<file path="src/rtl/kbd_pkg.sv">
// Shared constants for the keyboard input queue: register map, status/control
// bit positions and the address-decoder region code.
package kbd_pkg;

    localparam logic [11:0] KBD_REGION = 12'h003;

    typedef enum logic [1:0] {
        KBD_DATA   = 2'd0,
        KBD_STATUS = 2'd1,
        KBD_COUNT  = 2'd2,
        KBD_CTRL   = 2'd3
    } kbd_reg_e;

    // STATUS register bit positions
    localparam int ST_EMPTY = 0;
    localparam int ST_FULL  = 1;
    localparam int ST_OVF   = 2;
    localparam int ST_UNF   = 3;

    // CTRL register bit positions
    localparam int CTRL_FLUSH  = 0;
    localparam int CTRL_CLR    = 1;
    localparam int CTRL_IRQ_EN = 2;

endpackage

</file>
<file path="src/rtl/kbd_fifo_ram.sv">
// Queue storage: DEPTH x DATA_W array with one synchronous write port and a
// combinational read port addressed by the read pointer.
module kbd_fifo_ram #(
    parameter int DATA_W = 8,
    parameter int DEPTH  = 16,
    parameter int PTR_W  = 4
) (
    input  logic              clk,
    input  logic              we,
    input  logic [PTR_W-1:0]  waddr,
    input  logic [DATA_W-1:0] wdata,
    input  logic [PTR_W-1:0]  raddr,
    output logic [DATA_W-1:0] rdata
);

    logic [DATA_W-1:0] mem [DEPTH];

    // NOTE: storage is deliberately left out of reset; occupancy is tracked by
    // the count, so stale contents are never observed and the array can map to RAM.
    always_ff @(posedge clk) begin
        if (we) begin
            mem[waddr] <= wdata;
        end
    end

    assign rdata = mem[raddr];

endmodule

</file>
<file path="src/rtl/kbd_fifo_ctrl.sv">
// Keyboard input queue with CPU register interface: hardware-owned pointers,
// occupancy count, sticky overflow/underflow flags, flush and level IRQ.
module kbd_fifo_ctrl
    import kbd_pkg::*;
#(
    parameter int DATA_W = 8,
    parameter int DEPTH  = 16,
    parameter int PTR_W  = $clog2(DEPTH)
) (
    input  logic              clk,
    input  logic              reset_n,
    input  logic              wr_en,
    input  logic [DATA_W-1:0] wr_data,
    input  logic              cpu_sel,
    input  logic [1:0]        cpu_addr,
    input  logic              cpu_rd,
    input  logic              cpu_we,
    input  logic [7:0]        cpu_wdata,
    output logic [31:0]       cpu_rdata,
    output logic              empty,
    output logic              full,
    output logic [PTR_W:0]    count,
    output logic              irq
);

    logic [PTR_W-1:0]  wr_ptr;
    logic [PTR_W-1:0]  rd_ptr;
    logic [PTR_W:0]    cnt;
    logic              ovf;
    logic              unf;
    logic              irq_en;
    logic [DATA_W-1:0] head;

    logic              rd_acc;
    logic              ctrl_wr;
    logic              flush;
    logic              clr;
    logic              pop_req;
    logic              pop_ok;
    logic              push_ok;
    logic              ovf_set;
    logic              unf_set;
    logic [31:0]       rd_value;
    logic              unused_wdata;

    assign unused_wdata = ^cpu_wdata[7:3];

    assign empty = (cnt == '0);
    assign full  = (cnt == (PTR_W+1)'(DEPTH));
    assign count = cnt;

    assign rd_acc  = cpu_sel & cpu_rd;
    assign ctrl_wr = cpu_sel & cpu_we & (kbd_reg_e'(cpu_addr) == KBD_CTRL);
    assign flush   = ctrl_wr & cpu_wdata[CTRL_FLUSH];
    assign clr     = ctrl_wr & cpu_wdata[CTRL_CLR];
    assign pop_req = rd_acc & (kbd_reg_e'(cpu_addr) == KBD_DATA);

    // Flush overrides both sides; a pop from a full queue makes room for a same-cycle push.
    assign pop_ok  = pop_req & ~empty & ~flush;
    assign push_ok = wr_en & (~full | pop_ok) & ~flush;
    assign ovf_set = wr_en & full & ~pop_ok & ~flush;
    assign unf_set = pop_req & empty & ~flush;

    kbd_fifo_ram #(
        .DATA_W (DATA_W),
        .DEPTH  (DEPTH),
        .PTR_W  (PTR_W)
    ) u_ram (
        .clk   (clk),
        .we    (push_ok),
        .waddr (wr_ptr),
        .wdata (wr_data),
        .raddr (rd_ptr),
        .rdata (head)
    );

    // NOTE: every combinational output gets a default first so no path leaves it
    // unassigned, which would otherwise infer a latch.
    always_comb begin
        rd_value = '0;
        case (kbd_reg_e'(cpu_addr))
            KBD_DATA: begin
                if (pop_ok) begin
                    rd_value[DATA_W-1:0] = head;
                end
            end
            KBD_STATUS: begin
                rd_value[ST_EMPTY] = empty;
                rd_value[ST_FULL]  = full;
                rd_value[ST_OVF]   = ovf;
                rd_value[ST_UNF]   = unf;
            end
            KBD_COUNT: rd_value[PTR_W:0] = cnt;
            KBD_CTRL:  rd_value[CTRL_IRQ_EN] = irq_en;
            default:   rd_value = '0;
        endcase
    end

    // NOTE: state registers use non-blocking assignments so every flop samples
    // the pre-edge values regardless of statement order.
    always_ff @(posedge clk or negedge reset_n) begin
        if (!reset_n) begin
            wr_ptr <= '0;
            rd_ptr <= '0;
            cnt    <= '0;
        end else if (flush) begin
            wr_ptr <= '0;
            rd_ptr <= '0;
            cnt    <= '0;
        end else begin
            if (push_ok) begin
                wr_ptr <= wr_ptr + PTR_W'(1);
            end
            if (pop_ok) begin
                rd_ptr <= rd_ptr + PTR_W'(1);
            end
            case ({push_ok, pop_ok})
                2'b10:   cnt <= cnt + (PTR_W+1)'(1);
                2'b01:   cnt <= cnt - (PTR_W+1)'(1);
                default: cnt <= cnt;
            endcase
        end
    end

    // A set in the same cycle as a clear wins.
    always_ff @(posedge clk or negedge reset_n) begin
        if (!reset_n) begin
            ovf    <= 1'b0;
            unf    <= 1'b0;
            irq_en <= 1'b0;
        end else begin
            ovf <= (ovf & ~clr) | ovf_set;
            unf <= (unf & ~clr) | unf_set;
            if (ctrl_wr) begin
                irq_en <= cpu_wdata[CTRL_IRQ_EN];
            end
        end
    end

    always_ff @(posedge clk or negedge reset_n) begin
        if (!reset_n) begin
            cpu_rdata <= '0;
            irq       <= 1'b0;
        end else begin
            if (rd_acc) begin
                cpu_rdata <= rd_value;
            end
            irq <= irq_en & ~empty;
        end
    end

endmodule
</file>
<file path="config.mk">
export PLATFORM = sky130hd
export DESIGN_NAME = kbd_fifo_ctrl
export DESIGN_NICKNAME = d
export VERILOG_FILES = /design/src/rtl/kbd_pkg.sv /design/src/rtl/kbd_fifo_ram.sv /design/src/rtl/kbd_fifo_ctrl.sv
export SDC_FILE = /design/constraint.sdc
export NUM_CORES = 1
export LEC_CHECK = 0
export ABC_CLOCK_PERIOD_IN_PS = 6000
export CAP_MARGIN = 25
export CORE_ASPECT_RATIO = 1.1
export CORE_MARGIN = 3
export CORE_UTILIZATION = 58
export CTS_CLUSTER_SIZE = 24
export DETAILED_ROUTE_END_ITERATION = 6
export PLACE_DENSITY = 0.92
export SLEW_MARGIN = 20
export SYNTH_ARGS = -nofsm -noshare
export SYNTH_HDL_FRONTEND = slang
export SYNTH_HIERARCHICAL = 1
export SYNTH_SLANG_ARGS = --single-unit
export TNS_END_PERCENT = 1
</file>
<file path="constraint.sdc">
create_clock -name clk -period 6 [get_ports clk]
set_input_delay 1.2 -clock clk [delete_from_list [all_inputs] [get_ports clk]]
set_output_delay 1.2 -clock clk [all_outputs]
set_load 0.005 [all_outputs]
</file>
==> impl_metrics.env <==
export IMPL_setup_viol=0
export IMPL_cts_root_buf="clkbuf_16"
export IMPL_h_tree_depth=4
export IMPL_r2r_slack_ns=2.93
export IMPL_finalCritPeriodShare_pct=68.49
export IMPL_io_pins=64
export IMPL_postCtsHoldBufs=0
export IMPL_row_count=40
export IMPL_grt_pass1_vias=3549
export IMPL_layout_nets=458
export IMPL_syn_area_per_cell_um2=17.01
export IMPL_vdd_drop_max_mv=0.2707
export IMPL_wire_per_inst_um=22.31
export IMPL_viasPerCell=6.224
export IMPL_slew_headroom_pct=41.56
export IMPL_cp_required_ns=6.03
export IMPL_port_buffers=34
export IMPL_dp_hpwl_um=8087
export IMPL_finalCriticalPeriod_ns=4.109
export IMPL_cts_tree="done"
export IMPL_final_cells=588
export IMPL_synthCells=387
export IMPL_num_antenna_cells=0
export IMPL_grt_pass1_wl_um=20290
export IMPL_synth_edf_count=128
export IMPL_endpoint_kind="flip-flop"
export IMPL_clk_transition_reported_paths_ns=0.06
export IMPL_ys_flop_type="edfxtp_1"
export IMPL_grt_max_degree=37
export IMPL_skew_ns=0.009395
export IMPL_dieArea_um2=12670
export IMPL_cts_resized_gates=0
export IMPL_p_per_area_nw_per_um2=440.1
export IMPL_drtAntennaViolNets=0
export IMPL_synthArstFlopShare_pct=16.34
export IMPL_layout_commonest_cell="edfxtp_1"
export IMPL_hold_class="flip-flop to flip-flop"
export IMPL_worstPathMaxFanout=9
export IMPL_outcome="complete, no violations"
export IMPL_cts_sinks=153
export IMPL_grt_use_total_pct=21.71
export IMPL_synth_cell_types=51
export IMPL_first_pass_iters=5
export IMPL_die_h_um=117.7
export IMPL_start_kind="input pin"
export IMPL_slew_violations=0
export IMPL_cts_setup_buffers=0
export IMPL_cp_arrival_ns=4.14
export IMPL_synth_top_area_share_pct=58.39
export IMPL_max_cap_viol_count=0
export IMPL_drive_above_1_share_pct=14.51
export IMPL_die_w_um=107.6
export IMPL_tightest_slew_ns=0.8734
export IMPL_cts_buffers=17
export IMPL_overflow=0
export IMPL_syn_cell_area_um2=6583
export IMPL_wl_um=13120
export IMPL_netlist_top_cells_area="edfxtp_1, dfrtp_1, mux4_2, mux4_1, buf_4"
export IMPL_initial_core_util_pct=59.78
export IMPL_syn2layout_area_growth_pct=14.39
export IMPL_tns_ns=0
export IMPL_most_common_layout_cells="edfxtp_1, clkdlybuf4s50_1"
export IMPL_yosys_area_top_type="edfxtp_1"
export IMPL_core_area_um2=11010
export IMPL_drc=0
export IMPL_yosys_warnings=6
export IMPL_vias=3660
export IMPL_antenna_found_initial=0
export IMPL_rsz0062_at_grt="false"
export IMPL_clockBufferDepth=2
export IMPL_clock_latency_ns=0.41
export IMPL_gp_congestion=0.8729
export IMPL_seq_area_frac_synth_pct=67.90
export IMPL_ys_seq_elements=153
export IMPL_fmax_ghz=0.2433
export IMPL_cellLeakagePower_nw=2.623
export IMPL_post_place_cells=556
export IMPL_drt_iter0_markers=476
export IMPL_critPathKind="input pin to flip-flop"
export IMPL_final_hold_viol_count=0
[routing by layer]
layer  wire (µm)  track usage [%]  vias to the layer above
li1            -                -                     1574
met1        5397            31.25                     1852
met2        6474            32.66                      209
met3         944            4.224                       25
met4         300            9.471                        0
met5           0                0                        -
[stage by stage]
step                      instance area (µm²)  total power, W  hold WS, ns  utilization (%)  setup slack [ns]
after floorplan                          6669        0.002028       0.4481                -             2.305
after global placement                   6929        0.002236       0.4640            62.93             1.683
after detailed placement                 6954        0.002290       0.4736            63.16             1.583
after CTS                                7530        0.003323       0.4865            68.39             1.959
after global routing                     7530        0.003449       0.5257            68.39             1.832
final                                    7530        0.003314       0.4819            68.39             1.891
[where the power goes]
group	internal [W]	switching, W
logic	0.000421	0.000453
registers	0.00130	0.000118
clock network	0.000639	0.000382
[final cells by class]
cell class                      count  area [µm²]
Clock buffer                       22       474.2
Clock inverter                     10       101.3
Fill cell                         691        3481
Inverter                            5       18.77
Multi-Input combinational cell    212        1896
Sequential cell                   153        4471
Tap cell                          147       183.9
Timing Repair Buffer               39       385.4
[cell usage after synthesis (2+ instances only)]
master / count
buf_6: 3
edfxtp_1: 128
clkbuf_1: 3
inv_1: 5
buf_2: 4
nor2b_1: 4
mux4_2: 18
nand2b_1: 7
a21o_1: 3
o21ai_0: 9
nand4_1: 2
xnor2_1: 2
buf_4: 26
nor3_1: 6
mux4_1: 14
and2_1: 3
nor2_1: 24
dfrtp_1: 25
nand3_1: 6
a32oi_1: 2
clkdlybuf4s25_2: 3
a22o_1: 3
a2bb2oi_1: 3
nand2_1: 24
o31ai_1: 3
a22oi_1: 18
xor2_1: 4
a222oi_1: 2
a21oi_1: 5
nand3b_1: 2
mux2_2: 2
ha_1: 5
[state kept, by name (all words and copies together) (netlist names)]
register / cells
rd_ptr: 4
unf: 1
cpu_rdata: 8
ovf: 1
count: 5
u_ram/mem: 128
irq_en: 1
wr_ptr: 4
irq: 1
[critical path, cell delays in order]
cell and delay [ns]:
clkdlybuf4s50_1 0.55, nand4bb_4 0.35, a31oi_1 0.47, and2_1 0.33, or3b_2 0.54, nor2_1 0.69
[logic make-up (layout without fill, tap and decap cells)]
family | count (synthesis) | after routing | share of synthesized area (%)
AOI/OAI and AO/OA | 56 | 56 | 6.197
muxes | 35 | 35 | 12.24
and+or+nand+nor | 85 | 85 | 6.786
buffers and inverters | 45 | 76 | 4.771
xor gates and xnor gates | 6 | 6 | 0.7983
DFF | 153 | 153 | 67.90
other | 1 | 24 | 0.05697
adders and majority gates | 6 | 6 | 1.255
[worst paths after layout]
check,start,endpoint,cells past startpoint
min,cpu_rdata[1],cpu_rdata[1],2
max,cpu_addr[0],u_ram/mem[1][7],6
min reg2reg,cpu_rdata[1],cpu_rdata[1],2
min in group asynchronous,reset_n,count[1],1
max reg2reg,count[1],u_ram/mem[1][7],5
max in group asynchronous,reset_n,rd_ptr[0],2
Note: power is estimated with default switching activity, not from simulation.
